### src/rtl/pipeline_pkg.sv
// Shared pipeline definitions: forwarding encodings, hazard FSM states and
// the hardwired-zero register index.
package pipeline_pkg;

  localparam logic [1:0] FWD_REG   = 2'b00;
  localparam logic [1:0] FWD_EXMEM = 2'b01;
  localparam logic [1:0] FWD_WB    = 2'b10;

  localparam logic [4:0] REG_ZERO  = 5'd0;

  typedef enum logic [0:0] {
    ST_RUN      = 1'b0,
    ST_REDIRECT = 1'b1
  } hazard_state_t;

endpackage

### src/rtl/forward_select.sv
// Priority comparator for one ALU operand: the youngest in-flight producer
// (EX/MEM) wins over WB, and r0 never forwards because it is always zero.
module forward_select
  import pipeline_pkg::*;
(
  input  logic [4:0] rs,
  input  logic       use_src,
  input  logic [4:0] mem_rd,
  input  logic       mem_reg_wen,
  input  logic [4:0] wb_rd,
  input  logic       wb_reg_wen,
  output logic [1:0] fwd_sel
);

  // Select the operand source, EX/MEM first, then WB, else register file.
  always_comb begin
    fwd_sel = FWD_REG;
    if (use_src && (rs != REG_ZERO) && mem_reg_wen && (mem_rd == rs)) begin
      fwd_sel = FWD_EXMEM;
    end else if (use_src && (rs != REG_ZERO) && wb_reg_wen && (wb_rd == rs)) begin
      fwd_sel = FWD_WB;
    end else begin
      fwd_sel = FWD_REG;
    end
  end

endmodule

### src/rtl/hazard_unit.sv
// Pipeline hazard controller: load-use stall detection, operand forwarding
// selects, redirect flush/refill sequencing and a saturating stall counter.
module hazard_unit
  import pipeline_pkg::*;
#(
  parameter int REDIRECT_CYCLES = 1,
  parameter int CNT_W           = 16
) (
  input  logic             clock,
  input  logic             nreset,
  input  logic [4:0]       id_rs_top,
  input  logic             id_use_top,
  input  logic [4:0]       id_rs_bot,
  input  logic             id_use_bot,
  input  logic [4:0]       ex_rd,
  input  logic             ex_reg_wen,
  input  logic             ex_mem_read,
  input  logic [4:0]       mem_rd,
  input  logic             mem_reg_wen,
  input  logic [4:0]       wb_rd,
  input  logic             wb_reg_wen,
  input  logic             mem_redirect,
  output logic             stall,
  output logic             pc_hold,
  output logic             if_id_hold,
  output logic             if_id_flush,
  output logic             ex_mem_flush,
  output logic             pc_load,
  output logic [1:0]       fwd_top_sel,
  output logic [1:0]       fwd_bot_sel,
  output logic [CNT_W-1:0] stall_count
);

  localparam logic [3:0]       REDIR_LOAD = 4'(REDIRECT_CYCLES);
  localparam logic [CNT_W-1:0] CNT_MAX    = {CNT_W{1'b1}};

  hazard_state_t state_r;
  hazard_state_t next_state_s;
  logic [3:0]    cnt_r;
  logic          load_use_s;
  logic [1:0]    fwd_top_raw_s;
  logic [1:0]    fwd_bot_raw_s;

  forward_select u_fwd_top (
    .rs          (id_rs_top),
    .use_src     (id_use_top),
    .mem_rd      (mem_rd),
    .mem_reg_wen (mem_reg_wen),
    .wb_rd       (wb_rd),
    .wb_reg_wen  (wb_reg_wen),
    .fwd_sel     (fwd_top_raw_s)
  );

  forward_select u_fwd_bot (
    .rs          (id_rs_bot),
    .use_src     (id_use_bot),
    .mem_rd      (mem_rd),
    .mem_reg_wen (mem_reg_wen),
    .wb_rd       (wb_rd),
    .wb_reg_wen  (wb_reg_wen),
    .fwd_sel     (fwd_bot_raw_s)
  );

  // A load in EX whose destination feeds a used ID operand must wait one cycle.
  always_comb begin
    load_use_s = ex_mem_read && ex_reg_wen && (ex_rd != REG_ZERO) &&
                 ((id_use_top && (id_rs_top == ex_rd)) ||
                  (id_use_bot && (id_rs_bot == ex_rd)));
  end

  // State register.
  always_ff @(posedge clock) begin
    if (!nreset) begin
      state_r <= ST_RUN;
    end else begin
      state_r <= next_state_s;
    end
  end

  // Refill countdown: loaded on redirect entry, decremented while flushing.
  always_ff @(posedge clock) begin
    if (!nreset) begin
      cnt_r <= 4'd0;
    end else begin
      case (state_r)
        ST_RUN: begin
          if (mem_redirect) begin
            cnt_r <= REDIR_LOAD;
          end else begin
            cnt_r <= cnt_r;
          end
        end
        ST_REDIRECT: cnt_r <= cnt_r - 4'd1;
        default:     cnt_r <= 4'd0;
      endcase
    end
  end

  // Next-state logic; leaving REDIRECT also on cnt 0 keeps a corrupted count from locking up.
  always_comb begin
    next_state_s = state_r;
    case (state_r)
      ST_RUN: begin
        if (mem_redirect) begin
          next_state_s = ST_REDIRECT;
        end else begin
          next_state_s = ST_RUN;
        end
      end
      ST_REDIRECT: begin
        if (cnt_r <= 4'd1) begin
          next_state_s = ST_RUN;
        end else begin
          next_state_s = ST_REDIRECT;
        end
      end
      default: next_state_s = ST_RUN;
    endcase
  end

  // Control outputs; redirect beats load-use, and reset forces everything low.
  always_comb begin
    stall        = 1'b0;
    pc_hold      = 1'b0;
    if_id_hold   = 1'b0;
    if_id_flush  = 1'b0;
    ex_mem_flush = 1'b0;
    pc_load      = 1'b0;
    fwd_top_sel  = FWD_REG;
    fwd_bot_sel  = FWD_REG;
    if (nreset) begin
      fwd_top_sel = fwd_top_raw_s;
      fwd_bot_sel = fwd_bot_raw_s;
      case (state_r)
        ST_RUN: begin
          if (mem_redirect) begin
            pc_load      = 1'b1;
            if_id_flush  = 1'b1;
            ex_mem_flush = 1'b1;
            stall        = 1'b1;
          end else if (load_use_s) begin
            stall      = 1'b1;
            pc_hold    = 1'b1;
            if_id_hold = 1'b1;
          end else begin
            stall = 1'b0;
          end
        end
        ST_REDIRECT: begin
          if_id_flush = 1'b1;
          stall       = 1'b1;
        end
        default: begin
          stall = 1'b0;
        end
      endcase
    end else begin
      stall = 1'b0;
    end
  end

  // Saturating count of bubble cycles for performance measurement.
  always_ff @(posedge clock) begin
    if (!nreset) begin
      stall_count <= {CNT_W{1'b0}};
    end else if (stall && (stall_count != CNT_MAX)) begin
      stall_count <= stall_count + CNT_W'(1);
    end else begin
      stall_count <= stall_count;
    end
  end

endmodule

### config.mk
export PLATFORM = sky130hd
export DESIGN_NAME = hazard_unit
export DESIGN_NICKNAME = d
export VERILOG_FILES = /design/src/rtl/pipeline_pkg.sv /design/src/rtl/forward_select.sv /design/src/rtl/hazard_unit.sv
export SDC_FILE = /design/constraint.sdc
export NUM_CORES = 1
export LEC_CHECK = 0
export BUFFER_PORTS_ARGS = -buffer_cell sky130_fd_sc_hd__buf_2
export CAP_MARGIN = 20
export CORE_ASPECT_RATIO = 0.8
export CORE_MARGIN = 2
export CORE_UTILIZATION = 52
export DETAILED_ROUTE_END_ITERATION = 10
export PLACE_DENSITY = 0.82
export REMOVE_ABC_BUFFERS = 1
export SYNTH_ARGS = -nofsm -noshare
export SYNTH_HDL_FRONTEND = slang
export SYNTH_SLANG_ARGS = --single-unit
### constraint.sdc
create_clock -name clock -period 4.9 [get_ports clock]
set_input_delay 0.245 -clock clock [delete_from_list [all_inputs] [get_ports clock]]
set_output_delay 0.245 -clock clock [all_outputs]
set_load 0.02 [all_outputs]
# == Word-level counts from Yosys, hierarchy flattened ==
# Index checks and enable logic that the tools add are counted.
# word_totals
elab_cells,57
out_inout_bits,26
rom_bits,0
n_memories,0
regBits,21
mem_bits_rw,0
latchBits,0
# op_classes
order_cmp,1
n_reduce_logical,20
shift,0
multipliers,0
n_mux,22
n_eq_ne,8
bitwise,1
div,0
add_sub_neg,2
# ops
operator,n
$eq A5 B5 Y1,6
$add A16 B1 Y16 const B,1
$logic_and A1 B1 Y1,16
$ne A16 B16 Y1 const B,1
$reduce_bool A5 Y1,3
$mux W2,6
$mux W1,11
$pmux W4 S2,1
$pmux W1 S2,3
$le A4 B1 Y1 const B,1
$mux W4,1
$sub A4 B1 Y4 const B,1
$ne A2 B2 Y1 const B,1
$logic_or A1 B1 Y1,1
$not A1 Y1,1

# == Longest topological paths before layout ==
# logic_depth
ltp_word,9
ltp_mapped,8
mapped_depth_nobuf,6

# == By module ==
# A second synthesis with hierarchy kept.
# hier_totals
hier_cells,191
hier_area_um2,1592.8
# modules_own_cells
mod,area_each_um2,n_inst,cells_per_inst,seq_area_each_um2
hazard_unit,1302.5,1,155,420.4
forward_select,145.1,2,18,0.0

# == Worst setup path before layout ==
# Ideal clock, no wire load.
# synth_path
path_kind,register to register
startpoint,register stall_count[2]
endpoint,register stall_count[1]
path_stages_with_launch,9
required_time_ps,4772
arrival_ps,1747
n_path_buf,2
path_slack_ps,3026
period_less_slack_ps,1874
path_cell_list,dfxtp_1 -> and4_1 -> nand4_1 -> o21ai_0 -> o21a_1 -> buf_6 -> buf_4 -> mux2i_1 -> nor2_1
# synth_via
elab_chain_len,2
# synth_lines
item,line_no,source
"start, declared",hazard_unit.sv:31,output logic [CNT_W-1:0] stall_count
"start signal, assigned",hazard_unit.sv:165,stall_count <= {CNT_W{1'b0}};
"start signal, assigned",hazard_unit.sv:167,stall_count <= stall_count + CNT_W'(1);
"start signal, assigned",hazard_unit.sv:169,stall_count <= stall_count;
$ne A16 B16 Y1,hazard_unit.sv:166,end else if (stall && (stall_count != CNT_MAX)) begin
$logic_and A1 B1 Y1,hazard_unit.sv:166,
# Every way passes these cells.
# A chain may end at the register's enable or synchronous reset.

# == Final worst setup path ==
# layout_path
startpoint,register stall_count[0]
endpoint,register stall_count[13]
# layout_via
elab_chain_len,2
word_cells_on_any_way,3
classes_between,add/sub: 1; eq/ne: 1; reduce/logical: 1
# layout_lines
item
"parallel branches: the longest is 2 deep, another holds $add A16 B1 Y16"
# Several ways; the timed one is not identified.

==> run metrics <==
status finished, final reports clean; met3 WL 225 um; Hold Path Sink cnt_r[1]; worst slack, placed 2.74 ns; Buf+Inv Stages, Crit Path 0; Yosys reg bits 21; crit path time final 2.17 ns; Seq. cell area 420 um2; Reg clk slew, reported paths 0.12 ns; arrival time at the worst endpoint 2.37 ns; Die Ht 51.6 um; YS warnings 0; Starting Density 0.542; hold path depth 3; routed length per instance 13.7 um; cts bufs inserted 3; P_sw 113 uW; all-layer global routing usage 0.242; RSZ-0062 raised after global routing false; crit path cell chain ha_1, nand4_1, o21ai_0, o21a_1, and4bb_2, mux2i_1; Worst slew margin 0.522; CP delay by family, top compound AO/OA/AOI/OAI gates; Post-Synthesis Cells 180; Reg-to-Reg Start stall_count[0]; DR vias/cell 5.55; register area share after synthesis 0.285; first-pass GRT wire length 6.34 mm; critical path fanouts, max 24; largest net degree at the start of global routing 25; synthesized area per cell 8.20 um2; Pwr Total 360 uW; clock power share 0.233; layout cells sized above 1 0.267; critical path capture point type flop; clk_skew 0.00702 ns; max-slew violation count 0; Logic pwr share 0.256; initial antenna violation count 0; post_cts resized 0; final cycle utilization of the critical path 0.443; crit path kind flop to flop; die area 3280 um2; Sw Share 0.313; CTS Buffer Depth 2; Critical Path Slowest Stage Cell o21a_1; die width 63.6 um; filler instances 260; final hold violations 0; DR vias 1522; Hold-fix buffers, CTS 0; routability cong. 0.920; row cnt 17; number of global-route vias before repair 1433; final antenna-violating net count 0; Synth Cell Area 1480 um2; Reg2Reg Depth 6; port bufs 59; GR Overflow Total 0; Top Layer Used met4; Static Leak 0.756 nW; metal2 WL 1.71 mm; register share of total power 0.511; final worst slack 2.73 ns; Crit path largest cell delay 0.62 ns; setup TNS 0 ns; fin nets 274; multi-input logic area 991 um2; Pre-Repair DR Iteration Count 4; FF-to-FF setup slack 2.73 ns; final non-filler cell total 274; Critical R2R Capture stall_count[13]; finished layout cell area 1800 um2; drt drc 0; core outline area 2720 um2; max cap viols 0; Setup Viol. Count Final 0; DP Wirelength 2.92 mm; Min-Delay Path Class input port to flop; clock latency on the worst-skew pair 0.30 ns; H-tree Lvls 1; CTS Sinks 21; CTS root buffer clkbuf_4; VDD IR max 0.178 mV; f_max 0.461 GHz; Worst Max-Slew Pin Slew 0.717 ns; Metal-1 WL 1.79 mm; Area Growth Syn to Fin 22.0%; Worst EP required 5.10 ns; Inst Count DP 270; Pint 247 uW; Cell variety after synth 34; CP Launch Type flop; first-iteration detailed-routing DRC count 68; pwr dens 200 nW/um2; Post-Route WL 3.74 mm; hold_sp mem_redirect; Area after DPL 1770 um2; ANT cells 0; CTS tree done; buffer count from post-CTS setup fixing 0; Boundary Pins 60
==> synth_stat cells <==
cell type	number	share of area
a211oi_1	1	0.0051
a21oi_1	14	0.047
and3_1	2	0.0085
and4_1	2	0.012
and4bb_2	1	0.0085
buf_4	3	0.015
buf_6	1	0.0076
clkbuf_1	3	0.0076
clkinv_1	1	0.0025
dfxtp_1	21	0.28
ha_1	3	0.025
inv_1	4	0.010
mux2i_1	4	0.027
nand2_1	10	0.025
nand2b_1	4	0.017
nand3_1	9	0.031
nand4_1	7	0.030
nor2_1	8	0.020
nor2b_1	1	0.0042
nor3_1	6	0.020
nor3b_1	4	0.020
nor4_1	4	0.017
o211ai_1	3	0.015
o21a_1	1	0.0051
o21ai_0	8	0.027
o22a_1	1	0.0059
o22ai_1	1	0.0042
o311ai_0	1	0.0059
o31ai_1	8	0.041
o41ai_1	1	0.0059
or3_1	4	0.017
or4_1	7	0.036
xnor2_1	14	0.083
xor2_1	18	0.11
==> cells in the final DEF, fill, tap and decap left out <==
cell type	n
nor3b_1	4
o211ai_1	3
a21oi_1	14
or4_1	7
nor2b_1	1
clkinv_1	1
xor2_1	18
nor4_1	4
and4bb_2	1
clkbuf_1	1
nand3_1	9
mux2i_1	4
buf_2	59
or3_1	4
o41ai_1	1
o31ai_1	8
nor3_1	6
ha_1	3
nand2b_1	4
o22ai_1	1
o21a_1	1
a211oi_1	1
nor2_1	8
nand4_1	7
xnor2_1	14
nand2_1	10
and4_1	2
inv_1	4
o21ai_0	8
o22a_1	1
dfxtp_1	21
o311ai_0	1
clkbuf_4	3
and3_1	2
==> routing by layer <==
| metal | GRT usage | up-vias |
|---|---|---|
| met1 | 0.323 | 700 |
| met2 | 0.405 | 41 |
| met4 | 0.0507 | 0 |
| met5 | 0 | - |
| li1 | - | 779 |
| met3 | 0.0541 | 2 |
==> how the worst max path moves through the flow <==
stage	from	endpoint	slack (ns)	depth (start not counted)
4_1_cts	stall_count[0]	stall_count[13]	2.72	6
2_1_floorplan	stall_count[2]	stall_count[13]	2.87	6
6_report	stall_count[0]	stall_count[13]	2.73	6
5_1_grt	stall_count[0]	stall_count[13]	2.49	6
3_5_place_dp	stall_count[0]	stall_count[13]	2.74	6
3_3_place_gp	stall_count[0]	stall_count[13]	2.79	6
==> final cells by class <==
| cell class | instances | share of cell area |
|---|---|---|
| multi-input combinational | 147 | 0.551 |
| clock buffer | 4 | 0.0146 |
| tap | 38 | 0.0264 |
| timing repair buffer | 59 | 0.164 |
| sequential | 21 | 0.234 |
| inverter | 5 | 0.0104 |
==> cell families (layout without fill, tap and decap cells) <==
| kind of cell | Yosys count | in the layout | synth area share |
|---|---|---|---|
| and+or+nand+nor | 69 | 69 | 0.266 |
| DFF | 21 | 21 | 0.285 |
| muxes | 4 | 4 | 0.0271 |
| AOI/OAI and AO/OA | 39 | 39 | 0.163 |
| buffers and inverters | 12 | 68 | 0.0432 |
| xor gates and xnor gates | 32 | 32 | 0.190 |
| adders and majority gates | 3 | 3 | 0.0254 |
==> worst register-to-register path, stage by stage (launching register included) <==
cell and delay (ns):
dfxtp_1 0.43, ha_1 0.25, nand4_1 0.17, o21ai_0 0.19, o21a_1 0.62, and4bb_2 0.31
mux2i_1 0.11
==> state kept, by name, indices dropped and copies added (netlist names) <==
| register | cells |
|---|---|
| state_r | 1 |
| cnt_r | 4 |
| stall_count | 16 |
==> through the flow <==
stage               utilization  hold slack [ns]
floorplan                     -            0.393
global placement          0.651            0.481
detailed placement        0.651            0.489
CTS                       0.661            0.288
global route              0.661            0.319
finish                    0.661            0.305
==> power by group through the flow <==
stage	Combinational, mW	Clock, mW	Sequential (mW)
after floorplan	0.0506	0	0.188
after global placement	0.0891	0	0.188
after detailed placement	0.0906	0	0.188
after CTS	0.0914	0.0866	0.184
after global routing	0.102	0.0935	0.185
final	0.0922	0.0839	0.184
(Power assumes the default switching activity.)
